`src/rtl/word_des.sv`:
```
// Byte-to-word deserializer: packs an 8-bit valid/ready byte stream into WORD_BITS words.
// The accumulator doubles as a second word buffer while the output register is stalled.
module word_des #(
    parameter int WORD_BITS = 32,
    parameter int MSB_FIRST = 0
) (
    input  logic                 i_clk,
    input  logic                 i_rst,
    input  logic [7:0]           i_data,
    input  logic                 i_valid,
    output logic                 o_ready,
    input  logic                 i_align,
    output logic [WORD_BITS-1:0] o_data,
    output logic                 o_valid,
    input  logic                 i_ready,
    output logic                 o_partial
);
    localparam int unsigned NBYTES = WORD_BITS / 8;
    localparam int unsigned CW     = $clog2(NBYTES + 1);
    localparam logic [CW-1:0] FULL = CW'(NBYTES);
    localparam logic [CW-1:0] LAST = CW'(NBYTES - 1);

    logic [WORD_BITS-1:0] acc;
    logic [WORD_BITS-1:0] acc_next;
    logic [WORD_BITS-1:0] out_data;
    logic [CW-1:0]        count;
    logic [CW-1:0]        base;
    logic                 out_full;
    logic                 byte_xfer;
    logic                 word_xfer;
    logic                 drained;
    int unsigned          pos;

    assign o_ready   = (count != FULL);
    assign o_valid   = out_full;
    assign o_data    = out_data;
    assign o_partial = (count != '0) && (count != FULL);

    assign byte_xfer = i_valid && o_ready;
    assign word_xfer = out_full && i_ready;
    assign drained   = !out_full || i_ready;

    // base is the slot the incoming byte takes; an align restarts the word at slot 0
    always_comb begin
        base     = i_align ? '0 : count;
        pos      = (MSB_FIRST != 0) ? (NBYTES - 1 - 32'(base)) : 32'(base);
        acc_next = acc;
        for (int unsigned i = 0; i < NBYTES; i++) begin
            if (i == pos) begin
                acc_next[i*8 +: 8] = i_data;
            end
        end
    end

    always_ff @(posedge i_clk) begin
        if (i_rst) begin
            count    <= '0;
            out_full <= 1'b0;
        end else if (count == FULL) begin
            if (word_xfer) begin
                count <= '0;
            end
        end else if (byte_xfer && base == LAST) begin
            if (drained) begin
                count    <= '0;
                out_full <= 1'b1;
            end else begin
                count <= FULL;
            end
        end else begin
            count <= byte_xfer ? base + CW'(1) : base;
            if (word_xfer) begin
                out_full <= 1'b0;
            end
        end
    end

    // Data path carries no reset: stale contents are never exposed once count/out_full clear
    always_ff @(posedge i_clk) begin
        if (count == FULL) begin
            if (word_xfer) begin
                out_data <= acc;
            end
        end else if (byte_xfer) begin
            if (base == LAST && drained) begin
                out_data <= acc_next;
            end else begin
                acc <= acc_next;
            end
        end
    end

endmodule

```
`config.mk`:
```
export PLATFORM = sky130hd
export DESIGN_NAME = word_des
export DESIGN_NICKNAME = d
export VERILOG_FILES = /design/src/rtl/word_des.sv
export SDC_FILE = /design/constraint.sdc
export NUM_CORES = 1
export LEC_CHECK = 0
export ABC_AREA = 0
export BUFFER_PORTS_ARGS = -buffer_cell sky130_fd_sc_hd__buf_2
export CORE_UTILIZATION = 60
export DETAILED_ROUTE_END_ITERATION = 16
export PLACE_DENSITY = 0.84
export SYNTH_ARGS = -nofsm -noshare
export SYNTH_HDL_FRONTEND = slang
export SYNTH_SLANG_ARGS = --single-unit
```
`constraint.sdc`:
```
create_clock -name i_clk -period 9.8 [get_ports i_clk]
set_input_delay 0.49 -clock i_clk [delete_from_list [all_inputs] [get_ports i_clk]]
set_output_delay 0.49 -clock i_clk [all_outputs]
set_load 0.1 [all_outputs]
```
==> metrics.txt, run 1 <==
outcome complete, no violations; post-CTS resize count 0; vias in the first global route 1,642; WL met2 2400 µm; Sw Pwr 0.000142 W; root buffer cell clkbuf_8; number of distinct library cells after synthesis 26; Via Count 1,683; die width 72.8 µm; Skew-Pair Late Insertion Delay 0.33 ns; n_diodes 0; crit end category primary output; drt drc 0; LEAKAGE 1.26 nW; first-pass GRT wire length 7890 µm; FF+latch count, synth 68; area leader, netlist edfxtp_1; DP HPWL 3100 µm; synthesized area 3010 µm²; post-CTS setup buffers 0; combinational share of power 10.3%; unrepaired setup endpoints after global routing no; Total GRT Usage 20.8%; GPL Wtd Cong 0.787; fin util 73.4%; Placed Instances 301; critical path fanouts, max 13; internal power 0.000507 W; worst slew pin tran 1.14 ns; Max-cap violations 0; max layer used met4; Die Ht 72.8 µm; Hold WC Path Type input port to flop; Final Non-Filler Cells 317; FP Rows 25; Pre-antenna DRT Iters 4; top area cells in the synthesized netlist edfxtp_1, mux2_2, nor2_1; Max VDD drop 0.142 mV; sequential area share after synthesis 66.5%; synth warn 0; final setup fails 0; largest net degree at the start of global routing 33; Starting Density 62.9%; Num CTS Buffers 9; Syn Area/Cell 15.6 µm²; Hold Fails Final Rpt 0; max frequency 0.334 GHz; Pins Over Slew Limit 0; Post-Route Setup TNS 0 ns; Req. time, crit path 9.31 ns; Area Growth Syn to Fin 16.6%; leading cell type in the layout, fill and taps excluded edfxtp_1; Die Area 5300 µm²; Final Skew 0.00894 ns; most frequent cells in the layout edfxtp_1, mux2_2, buf_2, nor2_1, clkbuf_8; H-tree depth 3; DR vias/cell 5.31; Final period util 30.5%; layout cells sized above 1 49.6%; Final min period 2.99 ns; Clock Power Share 36.5%; total grt overflow 0; switching share of total power 21.9%; core box area 4790 µm²; Worst setup SP type flop; Worst EP arrival 2.50 ns; kind of critical path flop to primary output; Critical Path Max Stage Delay 0.67 ns; DRT iter0 DRCs 51; top cell family by delay on the critical path simple AND/OR/NAND/NOR gates; syn_nets 207; met3 wire len 161 µm; slew margin rel. 23.7%; wire per inst 15.5 µm; hold_ws 0.360 ns; Power Dens Cells 185 nW/µm²; CP Buf/Inv Count 2; M1 WL 2240 µm; CP max stage cell nor2_1; CTS Sinks 68; Clock Tree Buf Depth 2; CTS tree yes; Sequential Power Share 53.2%; Final Instance Area 3510 µm²; final wirelength 4910 µm; hold_buf cts 0; Routed Antenna Nets 0; top-level I/O count 48; initial antenna violation count 0; IO Port Bufs 47; post-synth top area share 63.8%; synthesized instance count 193; Clock Pin Slew Worst Setup and Hold Paths 0.07 ns; CP Cell Sequence or2_1 -> nor2_1 -> inv_1 -> buf_2; Final nets 259; Area after DPL 3310 µm²
## registers in the layout, summed over array words and instances (netlist names)
signal,cells
acc,32
count,3
o_data,32
o_valid,1
## worst register-to-register path, delay by kind of cell, from the launching register on
| kind | cells | cell delay [ns] |
|---|---|---|
| compound gates | 1 | 0.85 |
| simple gates | 3 | 1.23 |
| flops | 1 | 0.36 |
## cells in the mapped netlist
master	count
o21a_1	1
nor2b_1	2
buf_4	2
ha_1	1
o21ai_0	2
buf_6	1
nor2_2	1
nor3_1	2
buf_2	3
nand3_1	1
clkbuf_1	1
nor2_4	1
mux2_2	56
dfxtp_1	4
a21o_1	1
edfxtp_1	64
nor4_4	1
inv_1	4
nand2_1	3
or2_1	1
nor2_1	30
nand2b_1	3
a21oi_4	1
nor3_4	1
a31oi_1	2
a21oi_1	4
## power by group through the flow
stage / combinational (W) / clock (W) / sequential (W)
global placement: 0.0000651 / 0 / 0.000350
CTS: 0.0000670 / 0.000240 / 0.000345
floorplan: 0.0000509 / 0 / 0.000351
global route: 0.0000723 / 0.000249 / 0.000347
detailed placement: 0.0000667 / 0 / 0.000352
finish: 0.0000666 / 0.000237 / 0.000345
## cells by family after synthesis
kind of cell | after synthesis | share of synthesized area (%)
DFF | 68 | 66.5
muxes | 56 | 20.9
and+or+nand+nor | 46 | 7.69
AOI/OAI and AO/OA | 11 | 2.45
buffers and inverters | 11 | 1.99
adders and majority gates | 1 | 0.416
## path summary, 6_finish.rpt
path	startpoint	to	slack [ns]	cells past startpoint
worst max-delay path	count[0]	o_ready	6.81	4
worst min-delay path	i_rst	o_valid	0.36	2
worst max register to register	count[0]	o_data[15]	6.98	4
worst min register to register	o_valid	o_valid	0.51	2
## cell type report
class | instances | area, µm²
Clock buffer | 9 | 124
Clock inverter | 7 | 81.3
Fill cell | 323 | 1270
Inverter | 4 | 15.0
Multi-Input combinational cell | 114 | 962
Sequential cell | 68 | 2000
Tap cell | 67 | 83.8
Timing Repair Buffer | 48 | 243
## per-stage QoR
stage                     power (W)  setup slack [ns]
after floorplan            0.000402              6.12
after global placement     0.000416              6.83
after detailed placement   0.000418              6.74
after CTS                  0.000652              6.81
after global routing       0.000669              6.67
final                      0.000649              6.81
## per-layer routing
metal	up-vias	global-route usage, %
li1	822	-
met5	-	0
met3	11	3.87
met1	804	27.4
met2	46	33.1
met4	0	11.1
Power figures use the tool's default switching activity.
==> inputs of run 2 (changes only) <==
CORE_UTILIZATION = 50   (was 60)
PLACE_DENSITY = 0.75   (was 0.84)
clock period = 2.55 ns   (was 9.8 ns; I/O delays follow)
==> run 2 against run 1 <==
Against the previous run: critical path depth rose by 1; clock skew down 0.0016 ns; die area rose by 19%; sequential share of layout area decreased by 0.80 points; clock power grew to 3.3 times the previous value; first-iteration DRC count increased by 86%; count of clock-buffer cells in the layout stayed put; non-clock buffer count increased by 8; via count grew 3.0%; core utilization down 10 points; largest power group unchanged; highest routed layer unchanged.
==> metrics.txt, run 2 (synthesis gave the netlist of run 1 again) <==
Routed Antenna Nets 0 (unchanged); Num CTS Buffers 9 (unchanged); H-tree depth 3 (unchanged); final setup fails 0 (unchanged); Worst EP arrival 2.15 ns (-0.35 ns); total grt overflow 0 (unchanged); top-level I/O count 48 (unchanged); wire per inst 15.4 µm (-0.46%); Via Count 1,734 (+3.0%); FP Rows 27 (+8.0%); slew margin rel. 40.5% (+17 points); DP HPWL 3400 µm (+9.9%); DRT iter0 DRCs 95 (+86%); Total GRT Usage 18.0% (-2.8 points); die width 79.6 µm (+9.3%); Max-cap violations 0 (unchanged); fin util 63.1% (-10 points); Power, Total 0.00238 W (+270%); Clock Tree Buf Depth 2 (unchanged); vias in the first global route 1,621 (-1.3%); DR vias/cell 5.29 (-0.42%); unrepaired setup endpoints after global routing no; post-CTS resize count 0 (unchanged); Final nets 267 (+3.1%); Pre-antenna DRT Iters 4 (unchanged); Post-Route Setup TNS 0 ns (unchanged); CP Buf/Inv Count 3 (+1); Power Dens Cells 668 nW/µm² (+260%); Final min period 2.28 ns; final wirelength 5050 µm (+3.0%); LEAKAGE 1.29 nW (+2.0%); largest net degree at the start of global routing 33 (unchanged); hold path cells 4 (+2); top cell family by delay on the critical path simple AND/OR/NAND/NOR gates; Die Ht 79.6 µm (+9.3%); Critical Path Max Stage Delay 0.50 ns (-0.17 ns); most frequent cells in the layout edfxtp_1, mux2_2, buf_2, nor2_1, clkbuf_8; drt drc 0 (unchanged); CP max stage cell nor2_1; Die Area 6340 µm² (+19%); kind of critical path flop to primary output; Reg2Reg Setup Slack 0.41 ns (-6.57 ns); Hold WC Path Type input port to flop; n_diodes 0 (unchanged); Final Skew 0.00733 ns (-0.00161 ns); Skew-Pair Late Insertion Delay 0.33 ns (about the same); initial antenna violation count 0 (unchanged); layout cells sized above 1 50.0% (+0.40 points); max frequency 0.439 GHz; post-CTS setup buffers 0 (unchanged); reg2reg path depth 5 (+1); Pins Over Slew Limit 0 (unchanged); first-pass GRT wire length 8220 µm (+4.2%); CP Cell Sequence or2_1 -> nor2_1 -> inv_1 -> buf_4 -> buf_2; core box area 5640 µm² (+18%); leading cell type in the layout, fill and taps excluded edfxtp_1; root buffer cell clkbuf_8; critical path fanouts, max 12 (-1); Crit. path cell count 5 (+1); CTS tree yes; Req. time, crit path 2.42 ns (-6.89 ns); Final period util 89.3%; Hold Fails Final Rpt 0 (unchanged); crit end category primary output; Clock Pin Slew Worst Setup and Hold Paths 0.06 ns (about the same); GPL Wtd Cong 0.783 (-0.57%); IO Port Bufs 47 (unchanged); hold_ws 0.102 ns (-0.258 ns); CTS Sinks 68 (unchanged); worst slew pin tran 0.890 ns (-0.246 ns); Area Growth Syn to Fin 18.3%; hold_buf cts 1 (+1); Starting Density 53.4% (-9.5 points); Worst setup SP type flop; Max VDD drop 0.410 mV (+190%); outcome complete, no violations
## run 2: cell count changes in the layout (fill, tap and decap cells not counted), sizes merged
cell         previous run  this run
buf                    48        55
bufinv                  2         1
clkinv                  5         4
dlygate4sd3             0         1
## run 2: layout make-up
| type | instances | area [µm²] |
|---|---|---|
| inverter | 4 | 15.0 |
| fill | 417 | 2080 |
| tap | 72 | 90.1 |
| clock inverter | 5 | 45.0 |
| clock buffer | 9 | 124 |
| timing repair buffer | 56 | 318 |
| multi-input combinational | 114 | 967 |
| sequential | 68 | 2000 |
## run 2: per-layer routing
layer / global-route usage (%) / vias up / part of all wire [%]
li1: - / 834 / -
met1: 23.9 / 848 / 46
met2: 27.2 / 44 / 49
met3: 4.91 / 8 / 3.8
met4: 8.73 / 0 / 2.0
met5: 0 / - / 0
## run 2: worst min-delay path: cells and delay by family
kind / cells / cell delay [ns]
AOI/OAI and AO/OA: 1 / 0.05
buffers and inverters: 1 / 0.10
and+or+nand+nor: 2 / 0.10
## run 2: path summary, 6_finish.rpt
check,from,endpoint
max,count[0],o_ready
min,i_ready,o_valid
max reg2reg,count[2],acc[23]
min reg2reg,o_valid,o_valid
## run 2: metrics by stage
stage          area [µm²]  std cells  worst slack, ns
6_report             3560        328            0.274
5_1_grt              3560        328            0.137
4_1_cts              3560        328            0.258
3_5_place_dp         3380        313            0.383
3_3_place_gp         3380        313            0.449
2_1_floorplan        3030        193            0.135
## run 2: power breakdown
group          total (W)  switching [W]  internal, W
Clock           0.000791       0.000363     0.000428
Combinational   0.000262       0.000145     0.000117
Sequential       0.00133      0.0000272      0.00130
Total            0.00238       0.000535      0.00184
==> inputs of run 3 (changes only) <==
PLACE_DENSITY = not set   (was 0.75)
PLACE_DENSITY_LB_ADDON = 0.12   (was not set)
==> run 3 against run 2 <==
Against the previous run: critical path depth did not move; final cell count rose by 0.30%; via count is 1.3% lower; sequential cell count did not move; largest cell class unchanged; largest power group unchanged.
==> metrics.txt, run 3 (synthesis gave the netlist of run 1 again) <==
outcome complete, no violations; Final nets 266 (-0.37%); fin util 62.7% (-0.38 points); r2r startpoint count[2]; Sw Pwr 0.000577 W (+7.8%); Final period util 88.2% (-1.1 points); Clock Tree Buf Depth 2 (unchanged); DR vias/cell 5.20 (-1.6%); layout cells sized above 1 51.4% (+1.4 points); post-CTS resize count 0 (unchanged); Max VDD drop 0.347 mV (-15%); Final Skew 0.00485 ns (-0.00249 ns); Final min period 2.25 ns (-0.0283 ns); H-tree depth 3 (unchanged); Power Dens Cells 661 nW/µm² (-1.1%); Max-cap violations 0 (unchanged); Final Non-Filler Cells 329 (+0.30%); Reg2Reg Setup Slack 0.39 ns (-0.02 ns); Placed Instances 312 (-0.32%); FP Rows 27 (unchanged); DRT iter0 DRCs 73 (-23%); CP max stage cell nor2_1; Worst setup SP type flop; root buffer cell clkbuf_8; final wirelength 5080 µm (+0.59%); critical path fanouts, max 12 (unchanged); crit end category primary output; Clock Power Share 32.1% (-1.1 points); unrepaired setup endpoints after global routing no; post-CTS setup buffers 0 (unchanged); Total GRT Usage 18.0% (about the same); Die Ht 79.6 µm (unchanged); Critical Path Max Stage Delay 0.47 ns (-0.03 ns); kind of critical path flop to primary output; CP Buf/Inv Count 3 (unchanged); combinational share of power 11.3% (+0.3 points); top cell family by delay on the critical path simple AND/OR/NAND/NOR gates; vias in the first global route 1,705 (+5.2%); n_diodes 0 (unchanged); Hold WC Path Type input port to flop; reg2reg path depth 5 (unchanged); top-level I/O count 48 (unchanged); hold_buf cts 1 (unchanged); internal power 0.00176 W (-4.4%); Hold Fails Final Rpt 0 (unchanged); Routed Antenna Nets 0 (unchanged); IO Port Bufs 47 (unchanged); Worst EP arrival 2.12 ns (-0.03 ns); max frequency 0.445 GHz (+1.3%); Die Area 6340 µm² (unchanged); CTS tree yes; wire per inst 15.5 µm (+0.29%); CP Cell Sequence or2_1 -> nor2_1 -> inv_1 -> buf_4 -> buf_2; Setup WS pre-CTS 0.339 ns (-0.0442 ns); final worst slack 0.302 ns (+0.0283 ns); first-pass GRT wire length 8280 µm (+0.77%); slew margin rel. 37.9% (-2.6 points); hold path cells 4 (unchanged); total grt overflow 0 (unchanged); Pins Over Slew Limit 0 (unchanged); worst slew pin tran 0.929 ns (+0.0389 ns); GPL Wtd Cong 0.728 (-7.0%); Starting Density 53.4% (unchanged); Area Growth Syn to Fin 17.6%; Clock Pin Slew Worst Setup and Hold Paths 0.07 ns (about the same); largest net degree at the start of global routing 33 (unchanged); CTS Sinks 68 (unchanged); Post-Route Setup TNS 0 ns (unchanged); final setup fails 0 (unchanged); Sequential Power Share 56.7% (+0.9 points); DP HPWL 3330 µm (-2.3%); hold_ws 0.0875 ns (-0.0141 ns); Skew-Pair Late Insertion Delay 0.34 ns (about the same); LEAKAGE 1.28 nW (-0.53%); most frequent cells in the layout edfxtp_1, mux2_2, buf_2, nor2_1, clkbuf_8; leading cell type in the layout, fill and taps excluded edfxtp_1; hold endpoint o_valid; initial antenna violation count 0 (unchanged); Pre-antenna DRT Iters 4 (unchanged); FF-to-FF End acc[6]; drt drc 0 (unchanged); core box area 5640 µm² (unchanged); Num CTS Buffers 9 (unchanged); switching share of total power 24.7% (+2.2 points); Req. time, crit path 2.42 ns (about the same); die width 79.6 µm (unchanged); Via Count 1,712 (-1.3%); worst hold start i_ready
-- run 3: routing by layer --
metal / global-route usage, % / routed length (µm) / vias to the layer above
li1: - / - / 839
met2: 29.4 / 2510 / 43
met5: 0 / 0 / -
met1: 22.3 / 2260 / 820
met3: 5.26 / 232 / 10
met4: 7.09 / 81 / 0
-- run 3: tightest hold or removal path, cell delays in order --
cell	delay, ns
buf_2	0.10
nand2_1	0.05
nand2_1	0.05
a21oi_1	0.06
-- run 3: final cells by class --
type / instances / area, µm²
well taps: 72 / 90.1
clock inverters: 7 / 43.8
flip-flops and latches: 68 / 2000
inverters: 4 / 15.0
multi-input cells: 114 / 967
fillers: 437 / 2100
clock buffers: 9 / 124
repair buffers: 55 / 298
-- run 3: worst max path at each step --
stage	start	to	depth (start not counted)
floorplan	o_valid	acc[0]	3
global placement	i_align	acc[12]	7
detailed placement	i_align	acc[17]	7
CTS	count[0]	o_ready	5
global route	count[0]	o_ready	5
finish	count[0]	o_ready	5
-- run 3: stage by stage --
step           total power, W  cell area, µm²
4_1_cts               0.00236            3540
6_report              0.00234            3540
3_5_place_dp          0.00161            3360
3_3_place_gp          0.00161            3360
2_1_floorplan         0.00154            3030
5_1_grt               0.00243            3540
-- run 3: power groups by stage --
stage	Clock [W]	Combinational [W]	Sequential [W]
after detailed placement	0	0.000263	0.00135
final	0.000751	0.000264	0.00133
after global placement	0	0.000260	0.00135
after global routing	0.000810	0.000290	0.00133
after floorplan	0	0.000198	0.00135
after CTS	0.000772	0.000267	0.00133
